### src/rtl/sdhci_dat_pkg.sv
`timescale 1ns/1ps
`default_nettype none
// +---------------------------------------------------------------------------+
// | sdhci_dat_pkg : state, bus-width codes and timeout base for dat_seq        |
// | rev 1.0                                                                    |
// +---------------------------------------------------------------------------+
package sdhci_dat_pkg;

    typedef enum logic [3:0] {
        ST_IDLE       = 4'd0,
        ST_WAIT_CMD   = 4'd1,
        ST_WAIT_BUF   = 4'd2,
        ST_START      = 4'd3,
        ST_XFER       = 4'd4,
        ST_BLOCK_DONE = 4'd5,
        ST_GAP_STOP   = 4'd6,
        ST_BUSY_WAIT  = 4'd7,
        ST_DRAIN      = 4'd8,
        ST_ABORT      = 4'd9,
        ST_DONE       = 4'd10
    } dat_seq_state_e;

    localparam logic [1:0]  DatWidth1     = 2'd0;
    localparam logic [1:0]  DatWidth4     = 2'd1;
    localparam logic [1:0]  DatWidth8     = 2'd2;
    localparam int unsigned TimeoutBase   = 13;
    localparam int unsigned TimeoutSelMax = 14;

    // Physical lines used by a width code; 0 marks the reserved code.
    function automatic int unsigned dat_width_lines(input logic [1:0] w);
        case (w)
            DatWidth1: return 1;
            DatWidth4: return 4;
            DatWidth8: return 8;
            default:   return 0;
        endcase
    endfunction

endpackage
`default_nettype wire

### src/rtl/dat_seq_timeout.sv
`timescale 1ns/1ps
`default_nettype none
// +---------------------------------------------------------------------------+
// | dat_seq_timeout : prescaled saturating data timeout, limit 2^(13+sel)      |
// | rev 1.0                                                                    |
// +---------------------------------------------------------------------------+
module dat_seq_timeout
    import sdhci_dat_pkg::*;
#(
    parameter int unsigned TimeoutDiv = 1
) (
    input  logic       clk_i,
    input  logic       rst_ni,
    input  logic       run_i,
    input  logic       clear_i,
    input  logic [3:0] sel_i,
    output logic       elapsed_o
);

    localparam int unsigned CntW = TimeoutBase + TimeoutSelMax + 1;
    localparam int unsigned DivW = (TimeoutDiv > 1) ? $clog2(TimeoutDiv) : 1;

    logic [DivW-1:0] r_div;
    logic [CntW-1:0] r_cnt;
    logic            w_tick;
    logic [3:0]      w_sel;
    logic [CntW-1:0] w_limit;

    assign w_tick    = run_i && (r_div == DivW'(TimeoutDiv - 1));
    assign w_sel     = (sel_i > 4'(TimeoutSelMax)) ? 4'(TimeoutSelMax) : sel_i;
    assign w_limit   = CntW'(1) << (TimeoutBase + 32'(w_sel));
    assign elapsed_o = (r_cnt >= w_limit);

    always_ff @(posedge clk_i or negedge rst_ni) begin
        if (!rst_ni) begin
            r_div <= '0;
            r_cnt <= '0;
        end else if (clear_i) begin
            r_div <= '0;
            r_cnt <= '0;
        end else if (run_i) begin
            r_div <= w_tick ? '0 : r_div + 1'b1;
            if (w_tick && (r_cnt != '1)) begin
                r_cnt <= r_cnt + 1'b1;
            end
        end
    end

endmodule
`default_nettype wire

### src/rtl/dat_seq.sv
`timescale 1ns/1ps
`default_nettype none
// +---------------------------------------------------------------------------+
// | dat_seq : SD data-line block sequencer; SDHCI_DAT_BLOCK_GAP_EN adds gaps  |
// | rev 1.0                                                                    |
// +---------------------------------------------------------------------------+
module dat_seq
    import sdhci_dat_pkg::*;
#(
    parameter int unsigned NumDatLines     = 4,
    parameter int unsigned BlockCountWidth = 16,
    parameter int unsigned TimeoutDiv      = 1
) (
    input  logic                       clk_i,
    input  logic                       rst_ni,
    input  logic                       sd_clk_en_p_i,
    input  logic                       start_i,
    input  logic                       dir_read_i,
    input  logic [1:0]                 bus_width_i,
    input  logic [BlockCountWidth-1:0] block_count_i,
    input  logic                       auto_cmd12_en_i,
    input  logic [3:0]                 timeout_sel_i,
    input  logic                       cmd_done_i,
    input  logic                       rsp_done_i,
    input  logic                       stop_gap_i,
    input  logic                       continue_i,
    input  logic                       buf_space_i,
    input  logic                       buf_avail_i,
    input  logic                       buf_empty_i,
    input  logic                       dat0_i,
    output logic                       eng_start_o,
    output logic [1:0]                 eng_width_o,
    input  logic                       eng_waiting_i,
    input  logic                       eng_done_i,
    input  logic                       eng_crc_err_i,
    input  logic                       eng_end_err_i,
    output logic                       pause_sd_clk_o,
    output logic                       read_active_o,
    output logic                       write_active_o,
    output logic                       request_cmd12_o,
    output logic                       gap_event_o,
    output logic                       xfer_complete_o,
    output logic                       crc_err_o,
    output logic                       end_err_o,
    output logic                       timeout_err_o,
    output logic                       width_err_o,
    output logic [BlockCountWidth-1:0] blocks_left_o
);

    dat_seq_state_e             r_state, w_next;
    logic                       r_dir_read, r_auto12, r_tmo_cause;
    logic                       r_crc_flag, r_end_flag;
    logic [1:0]                 r_width;
    logic [3:0]                 r_tsel;
    logic [BlockCountWidth-1:0] r_count;
    logic                       r_cmd12, r_crc_err, r_end_err, r_tmo_err, r_width_err;
    logic                       w_width_bad, w_accept, w_last, w_err, w_tmo, w_run, w_clear;
    logic                       w_gap_req, w_continue;

`ifdef SDHCI_DAT_BLOCK_GAP_EN
    logic r_gap;
    assign w_gap_req   = stop_gap_i;
    assign w_continue  = continue_i;
    assign gap_event_o = r_gap;
`else
    logic w_unused_gap;
    assign w_unused_gap = stop_gap_i ^ continue_i;
    assign w_gap_req    = 1'b0;
    assign w_continue   = 1'b0;
    assign gap_event_o  = 1'b0;
`endif

    assign w_width_bad = (bus_width_i == 2'd3) || (dat_width_lines(bus_width_i) > NumDatLines);
    assign w_accept    = (r_state == ST_IDLE) && start_i && !w_width_bad;
    assign w_last      = (r_count <= BlockCountWidth'(1));
    assign w_err       = r_crc_flag || r_end_flag;
    assign w_run       = ((r_state == ST_XFER) && eng_waiting_i) || (r_state == ST_BUSY_WAIT);
    assign w_clear     = (w_next != r_state);

    dat_seq_timeout #(.TimeoutDiv(TimeoutDiv)) u_timeout (
        .clk_i     (clk_i),
        .rst_ni    (rst_ni),
        .run_i     (w_run),
        .clear_i   (w_clear),
        .sel_i     (r_tsel),
        .elapsed_o (w_tmo)
    );

    always_ff @(posedge clk_i or negedge rst_ni) begin
        if (!rst_ni) r_state <= ST_IDLE;
        else         r_state <= w_next;
    end

    always_comb begin
        w_next = r_state;
        case (r_state)
            ST_IDLE:       if (w_accept) w_next = ST_WAIT_CMD;
            ST_WAIT_CMD:   if (r_dir_read ? cmd_done_i : rsp_done_i) w_next = ST_WAIT_BUF;
            ST_WAIT_BUF:   if (r_dir_read ? buf_space_i : buf_avail_i) w_next = ST_START;
            ST_START:      if (sd_clk_en_p_i) w_next = ST_XFER;
            ST_XFER: begin
                if (w_tmo)           w_next = ST_ABORT;
                else if (eng_done_i) w_next = ST_BLOCK_DONE;
            end
            ST_BLOCK_DONE: begin
                if (w_err)          w_next = ST_ABORT;
                else if (w_last)    w_next = r_dir_read ? ST_DRAIN : ST_BUSY_WAIT;
                else if (w_gap_req) w_next = ST_GAP_STOP;
                else                w_next = ST_WAIT_BUF;
            end
            ST_GAP_STOP:   if (w_continue) w_next = ST_WAIT_BUF;
            ST_BUSY_WAIT: begin
                if (w_tmo)       w_next = ST_ABORT;
                else if (dat0_i) w_next = ST_DONE;
            end
            ST_DRAIN:      if (buf_empty_i) w_next = ST_DONE;
            ST_ABORT:      w_next = ST_DONE;
            ST_DONE:       w_next = ST_IDLE;
            default:       w_next = ST_IDLE;
        endcase
    end

    always_ff @(posedge clk_i or negedge rst_ni) begin
        if (!rst_ni) begin
            r_dir_read  <= 1'b0;
            r_auto12    <= 1'b0;
            r_width     <= '0;
            r_tsel      <= '0;
            r_count     <= '0;
            r_crc_flag  <= 1'b0;
            r_end_flag  <= 1'b0;
            r_tmo_cause <= 1'b0;
            r_cmd12     <= 1'b0;
            r_crc_err   <= 1'b0;
            r_end_err   <= 1'b0;
            r_tmo_err   <= 1'b0;
            r_width_err <= 1'b0;
`ifdef SDHCI_DAT_BLOCK_GAP_EN
            r_gap       <= 1'b0;
`endif
        end else begin
            if (w_accept) begin
                r_dir_read  <= dir_read_i;
                r_auto12    <= auto_cmd12_en_i;
                r_width     <= bus_width_i;
                r_tsel      <= timeout_sel_i;
                r_count     <= (block_count_i == '0) ? BlockCountWidth'(1) : block_count_i;
                r_crc_flag  <= 1'b0;
                r_end_flag  <= 1'b0;
                r_tmo_cause <= 1'b0;
            end
            if ((r_state == ST_XFER) && (w_next == ST_BLOCK_DONE)) begin
                r_crc_flag <= eng_crc_err_i;
                r_end_flag <= eng_end_err_i;
            end
            if ((r_state == ST_BLOCK_DONE) && (r_count != '0)) begin
                r_count <= r_count - 1'b1;
            end
            // Only XFER and BUSY_WAIT reach ABORT through the timeout.
            if (w_clear && (w_next == ST_ABORT)) begin
                r_tmo_cause <= (r_state != ST_BLOCK_DONE);
            end
            r_width_err <= (r_state == ST_IDLE) && start_i && w_width_bad;
            r_crc_err   <= (r_state == ST_BLOCK_DONE) && r_crc_flag;
            r_end_err   <= (r_state == ST_BLOCK_DONE) && r_end_flag;
            r_tmo_err   <= (r_state == ST_ABORT) && r_tmo_cause;
            r_cmd12     <= r_auto12 && w_clear &&
                           (w_next inside {ST_BUSY_WAIT, ST_DRAIN, ST_ABORT});
`ifdef SDHCI_DAT_BLOCK_GAP_EN
            r_gap       <= w_clear && (w_next == ST_GAP_STOP);
`endif
        end
    end

    always_comb begin
        eng_start_o     = (r_state == ST_START);
        pause_sd_clk_o  = r_dir_read && ((r_state == ST_WAIT_BUF) || (r_state == ST_GAP_STOP));
        read_active_o   = r_dir_read && (r_state != ST_IDLE);
        write_active_o  = !r_dir_read && (r_state != ST_IDLE);
        xfer_complete_o = (r_state == ST_DONE);
    end

    assign eng_width_o     = r_width;
    assign blocks_left_o   = r_count;
    assign request_cmd12_o = r_cmd12;
    assign crc_err_o       = r_crc_err;
    assign end_err_o       = r_end_err;
    assign timeout_err_o   = r_tmo_err;
    assign width_err_o     = r_width_err;

endmodule
`default_nettype wire

### config.mk
export PLATFORM = sky130hd
export DESIGN_NAME = dat_seq
export DESIGN_NICKNAME = d
export VERILOG_FILES = /design/src/rtl/sdhci_dat_pkg.sv /design/src/rtl/dat_seq_timeout.sv /design/src/rtl/dat_seq.sv
export SDC_FILE = /design/constraint.sdc
export NUM_CORES = 1
export LEC_CHECK = 0
export CORE_MARGIN = 5
export CORE_UTILIZATION = 55
export CTS_CLUSTER_SIZE = 8
export DETAILED_ROUTE_END_ITERATION = 7
export PLACE_DENSITY = 0.82
export RECOVER_POWER = 100
export SETUP_SLACK_MARGIN = 0.2
export SLEW_MARGIN = 15
export SYNTH_ARGS = -nofsm -noshare
export SYNTH_HDL_FRONTEND = slang
export SYNTH_SLANG_ARGS = --single-unit
### constraint.sdc
create_clock -name clk_i -period 7.8 [get_ports clk_i]
set_clock_uncertainty 0.05 [all_clocks]
set_input_delay 1.56 -clock clk_i [delete_from_list [all_inputs] [get_ports clk_i]]
set_output_delay 1.56 -clock clk_i [all_outputs]
set_load 0.05 [all_outputs]
* Word level (Yosys, flattened, before mapping)
Index checks and enable logic that the tools add are counted.
Cells by class: reductions and logical operators 35, mux-type cells 30, bitwise gates (word level) 1, add/subtract/negate cells 4, equal/unequal tests 20, order comparisons 4, shift operators 1
Operators with widths (count):
- 28-bit 2-to-1 mux | 3
- 4-bit 2-to-1 mux | 13
- 16-bit 2-to-1 mux | 3
- 4-bit case mux with 10 select lines | 1
- 32-bit by 3-bit > comparator with 1-bit output (second input constant) | 1
- 1-bit by 32-bit << shifter with 28-bit output (first input constant) | 1
- 28-bit by 1-bit adder with 28-bit output (second input constant) | 1
- 28-bit greater-or-equal comparator | 1
- 28-bit != test (second input constant) | 1
- 4-bit by 3-bit == test with 1-bit output (second input constant) | 6
- 4-bit == test (second input constant) | 5
- 1-bit logical AND | 17
- 16-bit by 1-bit <= comparator with 1-bit output (second input constant) | 1
- 16-bit zero test | 1
- 16-bit nonzero test | 1
- 16-bit by 1-bit subtractor with 16-bit output (second input constant) | 1
- 4-bit case mux with 3 select lines | 1
- 2-bit nonzero test | 5
- 1-bit 2-to-1 mux | 9
- 4-bit by 2-bit == test with 1-bit output (second input constant) | 2
- 4-bit by 4-bit adder with 5-bit output (first input constant) | 1
- 2-bit == test (second input constant) | 2
- 4-bit by 1-bit == test with 1-bit output (second input constant) | 1
- 4-bit > comparator (second input constant) | 1
- 12 further kinds | 16
Word-level totals: word-level logic and storage cells 111, output and inout port bits 29, register bits after elaboration 65, bits of input ports 40

* Depth between registers and ports, before layout
depth in word-level cells 11, mapped depth 13, gate-level depth less buffers 12

* Modules after synthesis
Synthesis repeated with hierarchy kept, for this count alone.
Second synthesis, totals: cells, all modules 529, area total of the unflattened synthesis 4623.2 um^2
Modules (own cells, without submodules):
- dat_seq_timeout | instances 1, cells each 269, area each 2422.3 um^2
- dat_seq | instances 1, cells each 260, area each 2200.9 um^2

* Worst setup path after synthesis
No wires, ideal clock.
path type register -> output, start register r_state[0], end output pause_sd_clk_o, stages on the path, launching flop included 3, buffers on the path 1, arrival 2.166 ns, setup slack 4.024 ns, cells stage by stage dfrtp_1 clkbuf_1 nor4_1
Between the ends: longest elaborated chain between the ends 3, elaborated cells between the ends (all ways) 4, classes of those cells eq/ne (2); reduce/logical (2)
RTL lines:
- start, declared | RTL line dat_seq.sv:50 | dat_seq_state_e r_state, w_next;
- start signal, assigned | RTL line dat_seq.sv:91 | else r_state <= w_next;
- 4-bit by 2-bit == test with 1-bit output / 4-bit by 3-bit == test with 1-bit output (equally long branches) | RTL line dat_seq.sv:177 | pause_sd_clk_o = r_dir_read && ((r_state == ST_WAIT_BUF) || (r_state == ST_GAP_STOP));
- 1-bit logical OR * | RTL line dat_seq.sv:177
- 1-bit logical AND * | RTL line dat_seq.sv:177
- end, declared | RTL line dat_seq.sv:37 | output logic pause_sd_clk_o,
Mark *: on every way between the ends. The rest lies on a longest branch, timed or not.

* Worst setup path after layout
start register r_tsel[0], end register r_cmd12 (netlist: request_cmd12_o)
Between the ends: longest elaborated chain between the ends 10, elaborated cells between the ends (all ways) 15, classes of those cells add/sub (1); order compare (2); eq/ne (4); shift (1); mux (4); reduce/logical (3)
RTL lines:
- start, declared | RTL line dat_seq.sv:54 | logic [3:0] r_tsel;
- start signal, assigned | RTL line dat_seq.sv:146 | r_tsel <= timeout_sel_i;
- 4-bit > comparator | RTL line dat_seq_timeout.sv:30 | assign w_sel = (sel_i > 4'(TimeoutSelMax)) ? 4'(TimeoutSelMax) : sel_i;
- 4-bit 2-to-1 mux * | RTL line dat_seq_timeout.sv:30
- 4-bit by 4-bit adder with 5-bit output * | RTL line dat_seq_timeout.sv:31 | assign w_limit = CntW'(1) << (TimeoutBase + 32'(w_sel));
- 1-bit by 32-bit << shifter with 28-bit output * | RTL line dat_seq_timeout.sv:31
- 28-bit greater-or-equal comparator * | RTL line dat_seq_timeout.sv:32 | assign elapsed_o = (r_cnt >= w_limit);
- 4-bit 2-to-1 mux (on tied branches) | RTL line dat_seq.sv:113, dat_seq.sv:102
- 4-bit case mux with 10 select lines * | RTL line dat_seq.sv:96 | case (r_state)
- 4-bit by 3-bit == test with 1-bit output, or another cell as far along | RTL line dat_seq.sv:168 | (w_next inside {ST_BUSY_WAIT, ST_DRAIN, ST_ABORT});
- 3-bit nonzero test / 1-bit logical AND (equally long branches) | RTL line dat_seq.sv:168, dat_seq.sv:167
- 1-bit logical AND * | RTL line dat_seq.sv:167 | r_cmd12 <= r_auto12 && w_clear &&
- end signal, assigned | RTL line dat_seq.sv:167
- end, declared | RTL line dat_seq.sv:56 | logic r_cmd12, r_crc_err, r_end_err, r_tmo_err, r_width_err;
Marks and branches as above. A chain may end at the register's enable or synchronous reset.

==> results.py <==
metrics = {
    "pwr": {
        "combPwrFrac_pct": 47.9,
        "vdd_drop_max_mv": 0.225,
        "pwr-share-seq_pct": 32.4,
        "pwr-share-clk_pct": 19.8,
        "p_sw_mw": 0.786,
        "powerDensity_mw_per_mm2": 311,
        "p_leak_nw": 2.28,
        "netSwitchingFraction_pct": 48.3,
        "p_int_mw": 0.842,
    },
    "hold_path": {
        "hold_start": "eng_width_o[0]$_DFFE_PN0P_",
        "hold_depth": 2,
        "holdPathEnd": "eng_width_o[0]$_DFFE_PN0P_",
        "hold_class": "flip-flop to flip-flop",
    },
    "clocking": {
        "numCtsBuffers": 9,
        "clk_latency_ns": 0.36,
        "cts_setup_buffers": 0,
        "root_buffer": "clkbuf_8",
        "tritoncts": "done",
        "h-tree-depth": 3,
        "clk_pin_slew_worst_paths_ns": 0.07,
        "ctsHoldBuffers": 0,
        "cts_sinks": 65,
        "ctsResizeCount": 0,
        "clockBufferDepth": 2,
    },
    "die": {
        "pin_count": 69,
        "initial_core_util_pct": 55.9,
        "dieArea_mm2": 0.00969,
        "fp.coreArea_mm2": 0.00769,
        "rows": 32,
        "die_x_um": 98.4,
        "dieHeight_um": 98.4,
    },
    "grt": {
        "antenna_found_initial": 0,
        "grt_pass1_wl_um": 18200,
        "grt_usage_pct": 22.7,
        "grt_overflow": 0,
        "grt_pass1_vias": 3955,
        "grt_start_max_net_pins": 66,
    },
    "sta": {
        "whs_ns": 0.430,
        "worst_pin_slew_ns": 3.41,
        "period_share_pct": 61.0,
        "setup_violations": 0,
        "max_freq_ghz": 0.210,
        "timing.final.ws_setup_ns": 3.04,
        "hold_viol_final": 0,
        "fin_crit_ns": 4.76,
        "final.setup.tns_ns": 0,
        "finalMaxSlewViolations": 126,
        "rsz0062_at_grt": "false",
        "max_slew_margin_pct": -127,
    },
    "drt": {
        "first_pass_iters": 5,
        "wl_per_cell_um": 15.7,
        "routed_wl_um": 10500,
        "num_vias": 3890,
        "via_per_inst": 5.81,
        "drt_iter0_markers": 197,
        "drc": 0,
        "ant_nets": 0,
    },
    "synth": {
        "synth.top_cell.area_share_pct": 37.8,
        "netlist_area_mm2": 0.00430,
        "yosys_register_bits": 65,
        "synth-edff-count": 0,
        "ys_types": 61,
        "async_flop_share_pct": 100,
        "synth_flop_cell": "dfrtp_1",
        "ys_top_cells_by_count": "dfrtp_1 (65), nand2_1 (65), nor2_1 (50), ha_1 (31), nand3_1 (26)",
        "yosysWarningCount": 0,
        "synthesis.instances": 487,
        "syn_avg_cell_area_um2": 8.83,
        "synth_top_cell_by_area": "dfrtp_1",
        "synthTopCellsByArea": "dfrtp_1 (38%), ha_1 (9.0%), nand2_1 (5.7%), nor2_1 (4.4%), nand3_1 (3.0%)",
        "ys_seq_area_share_pct": 37.8,
    },
    "worst_setup_path": {
        "crit_path_end_kind": "flip-flop",
        "worstPathArrival_ns": 4.99,
        "reg2reg_depth": 12,
        "worstPathMaxFanout": 30,
        "rr_startpoint": "r_tsel[0]$_DFFE_PN0P_",
        "cp.required_ns": 8.04,
        "critPathLaunchType": "flip-flop",
        "worstSetupPathType": "flip-flop to flip-flop",
        "r2r_setup_slack_ns": 3.04,
        "regToRegEndpoint": "request_cmd12_o$_DFF_PN0_",
    },
    "placement": {
        "hpwlAfterDp_um": 7690,
        "pre_cts_ws_ns": 3.54,
        "portBuffers": 65,
        "gp_congestion": 0.929,
    },
    "finish": {
        "diodes": 0,
        "drive_gt1_share_pct": 7.94,
        "fin_util_pct": 68.1,
        "nNetsFinal": 633,
        "syn2layout_area_growth_pct": 21.8,
    },
    "outcome": {
        "violations": "max-capacitance violations, max-slew violations",
        "outcome": "complete, but fails checks",
    },
    "run": {
        "cap_viol_max_count": 3,
    },
}
==> power by group through the flow <==
| stage | Combinational, mW | Clock (mW) | Sequential [mW] |
|---|---|---|---|
| 5_1_grt | 0.844 | 0.347 | 0.540 |
| 2_1_floorplan | 0.483 | 0 | 0.640 |
| 6_report | 0.779 | 0.322 | 0.527 |
| 4_1_cts | 0.813 | 0.328 | 0.526 |
| 3_3_place_gp | 0.790 | 0 | 0.527 |
| 3_5_place_dp | 0.806 | 0 | 0.531 |
==> registers in the layout (all words and copies together), names as in the netlist, 2 cells and up <==
register         flops
r_state              4
blocks_left_o       16
eng_width_o          2
u_timeout.r_cnt     28
r_tsel               4
==> layer usage <==
layer  wire (um)  share of wire, %  global-route usage (%)
met1        4360                41                    27.8
met2        5330                51                    40.2
met3         718               6.8                    6.09
met4         128               1.2                    4.94
met5           0                 0                       0
==> through the flow <==
step / total power, mW / std cells / cell area, um2
after floorplan: 1.12 / 499 / 4350
after global placement: 1.32 / 653 / 5040
after detailed placement: 1.34 / 653 / 5040
after CTS: 1.67 / 669 / 5260
after global routing: 1.73 / 669 / 5240
final: 1.63 / 669 / 5240
==> worst max-delay path by stage <==
stage	startpoint	end	slack, ns	cells past startpoint
2_1_floorplan	r_state[0]$_DFF_PN0_	pause_sd_clk_o	4.02	2
3_3_place_gp	rsp_done_i	request_cmd12_o$_DFF_PN0_	3.55	9
3_5_place_dp	rsp_done_i	request_cmd12_o$_DFF_PN0_	3.54	9
4_1_cts	r_state[0]$_DFF_PN0_	eng_start_o	3.88	3
5_1_grt	rst_ni	u_timeout.r_cnt[2]$_DFFE_PN0P_	2.50	2
6_report	r_tsel[0]$_DFFE_PN0P_	request_cmd12_o$_DFF_PN0_	3.04	12
==> cell type report <==
| class | instances | area (um2) |
|---|---|---|
| Inverter | 17 | 63.8 |
| Clock buffer | 11 | 141 |
| Timing Repair Buffer | 68 | 657 |
| Sequential cell | 65 | 1630 |
| Multi-Input combinational cell | 401 | 2540 |
| Clock inverter | 5 | 78.8 |
| Fill cell | 661 | 2450 |
| Tap cell | 102 | 128 |
==> critical path, cell delays in order, from the launching register on <==
cell and delay (ns):
dfrtp_1 0.46, nor2b_1 0.30, nand2_1 0.11, ha_1 0.31, and3_1 0.15, o21ai_0 0.07
a2111oi_0 0.55, o31a_2 0.33, nor2_1 0.08, a221oi_1 0.48, a221o_1 0.23, clkbuf_1 1.26
o211a_1 0.30
==> cells in the final DEF (no fill, tap or decap), drive strengths merged, types with 4 or more instances in the layout <==
cell           netlist  layout
nor2                66      66
dlygate4sd3          0      29
o21ai               15      15
and2                 8       8
or2                  4       4
inv                 17      17
a21oi               18      18
ha                  31      31
o211ai               9       9
nor4                14      14
a21o                 4       4
clkbuf               7      14
nor2b                9       9
mux2i                6       6
conb                 2      14
nor3                12      12
a211oi               6       6
and3                10      10
nand4               14      14
nand2               65      65
nand3               26      26
xor2                13      13
dfrtp               65      65
xnor2               14      14
clkdlybuf4s50        0      35
==> cell families after synthesis <==
kind of cell | Yosys count | share of synthesized area [%]
muxes | 8 | 2.27
other | 2 | 0.175
buffers and inverters | 33 | 3.81
DFF | 65 | 37.8
adders and majority gates | 31 | 9.02
AOI/OAI and AO/OA | 81 | 12.9
and+or+nand+nor | 240 | 28.5
xor gates and xnor gates | 27 | 5.50
No activity file was read; power rests on OpenSTA's default activity.
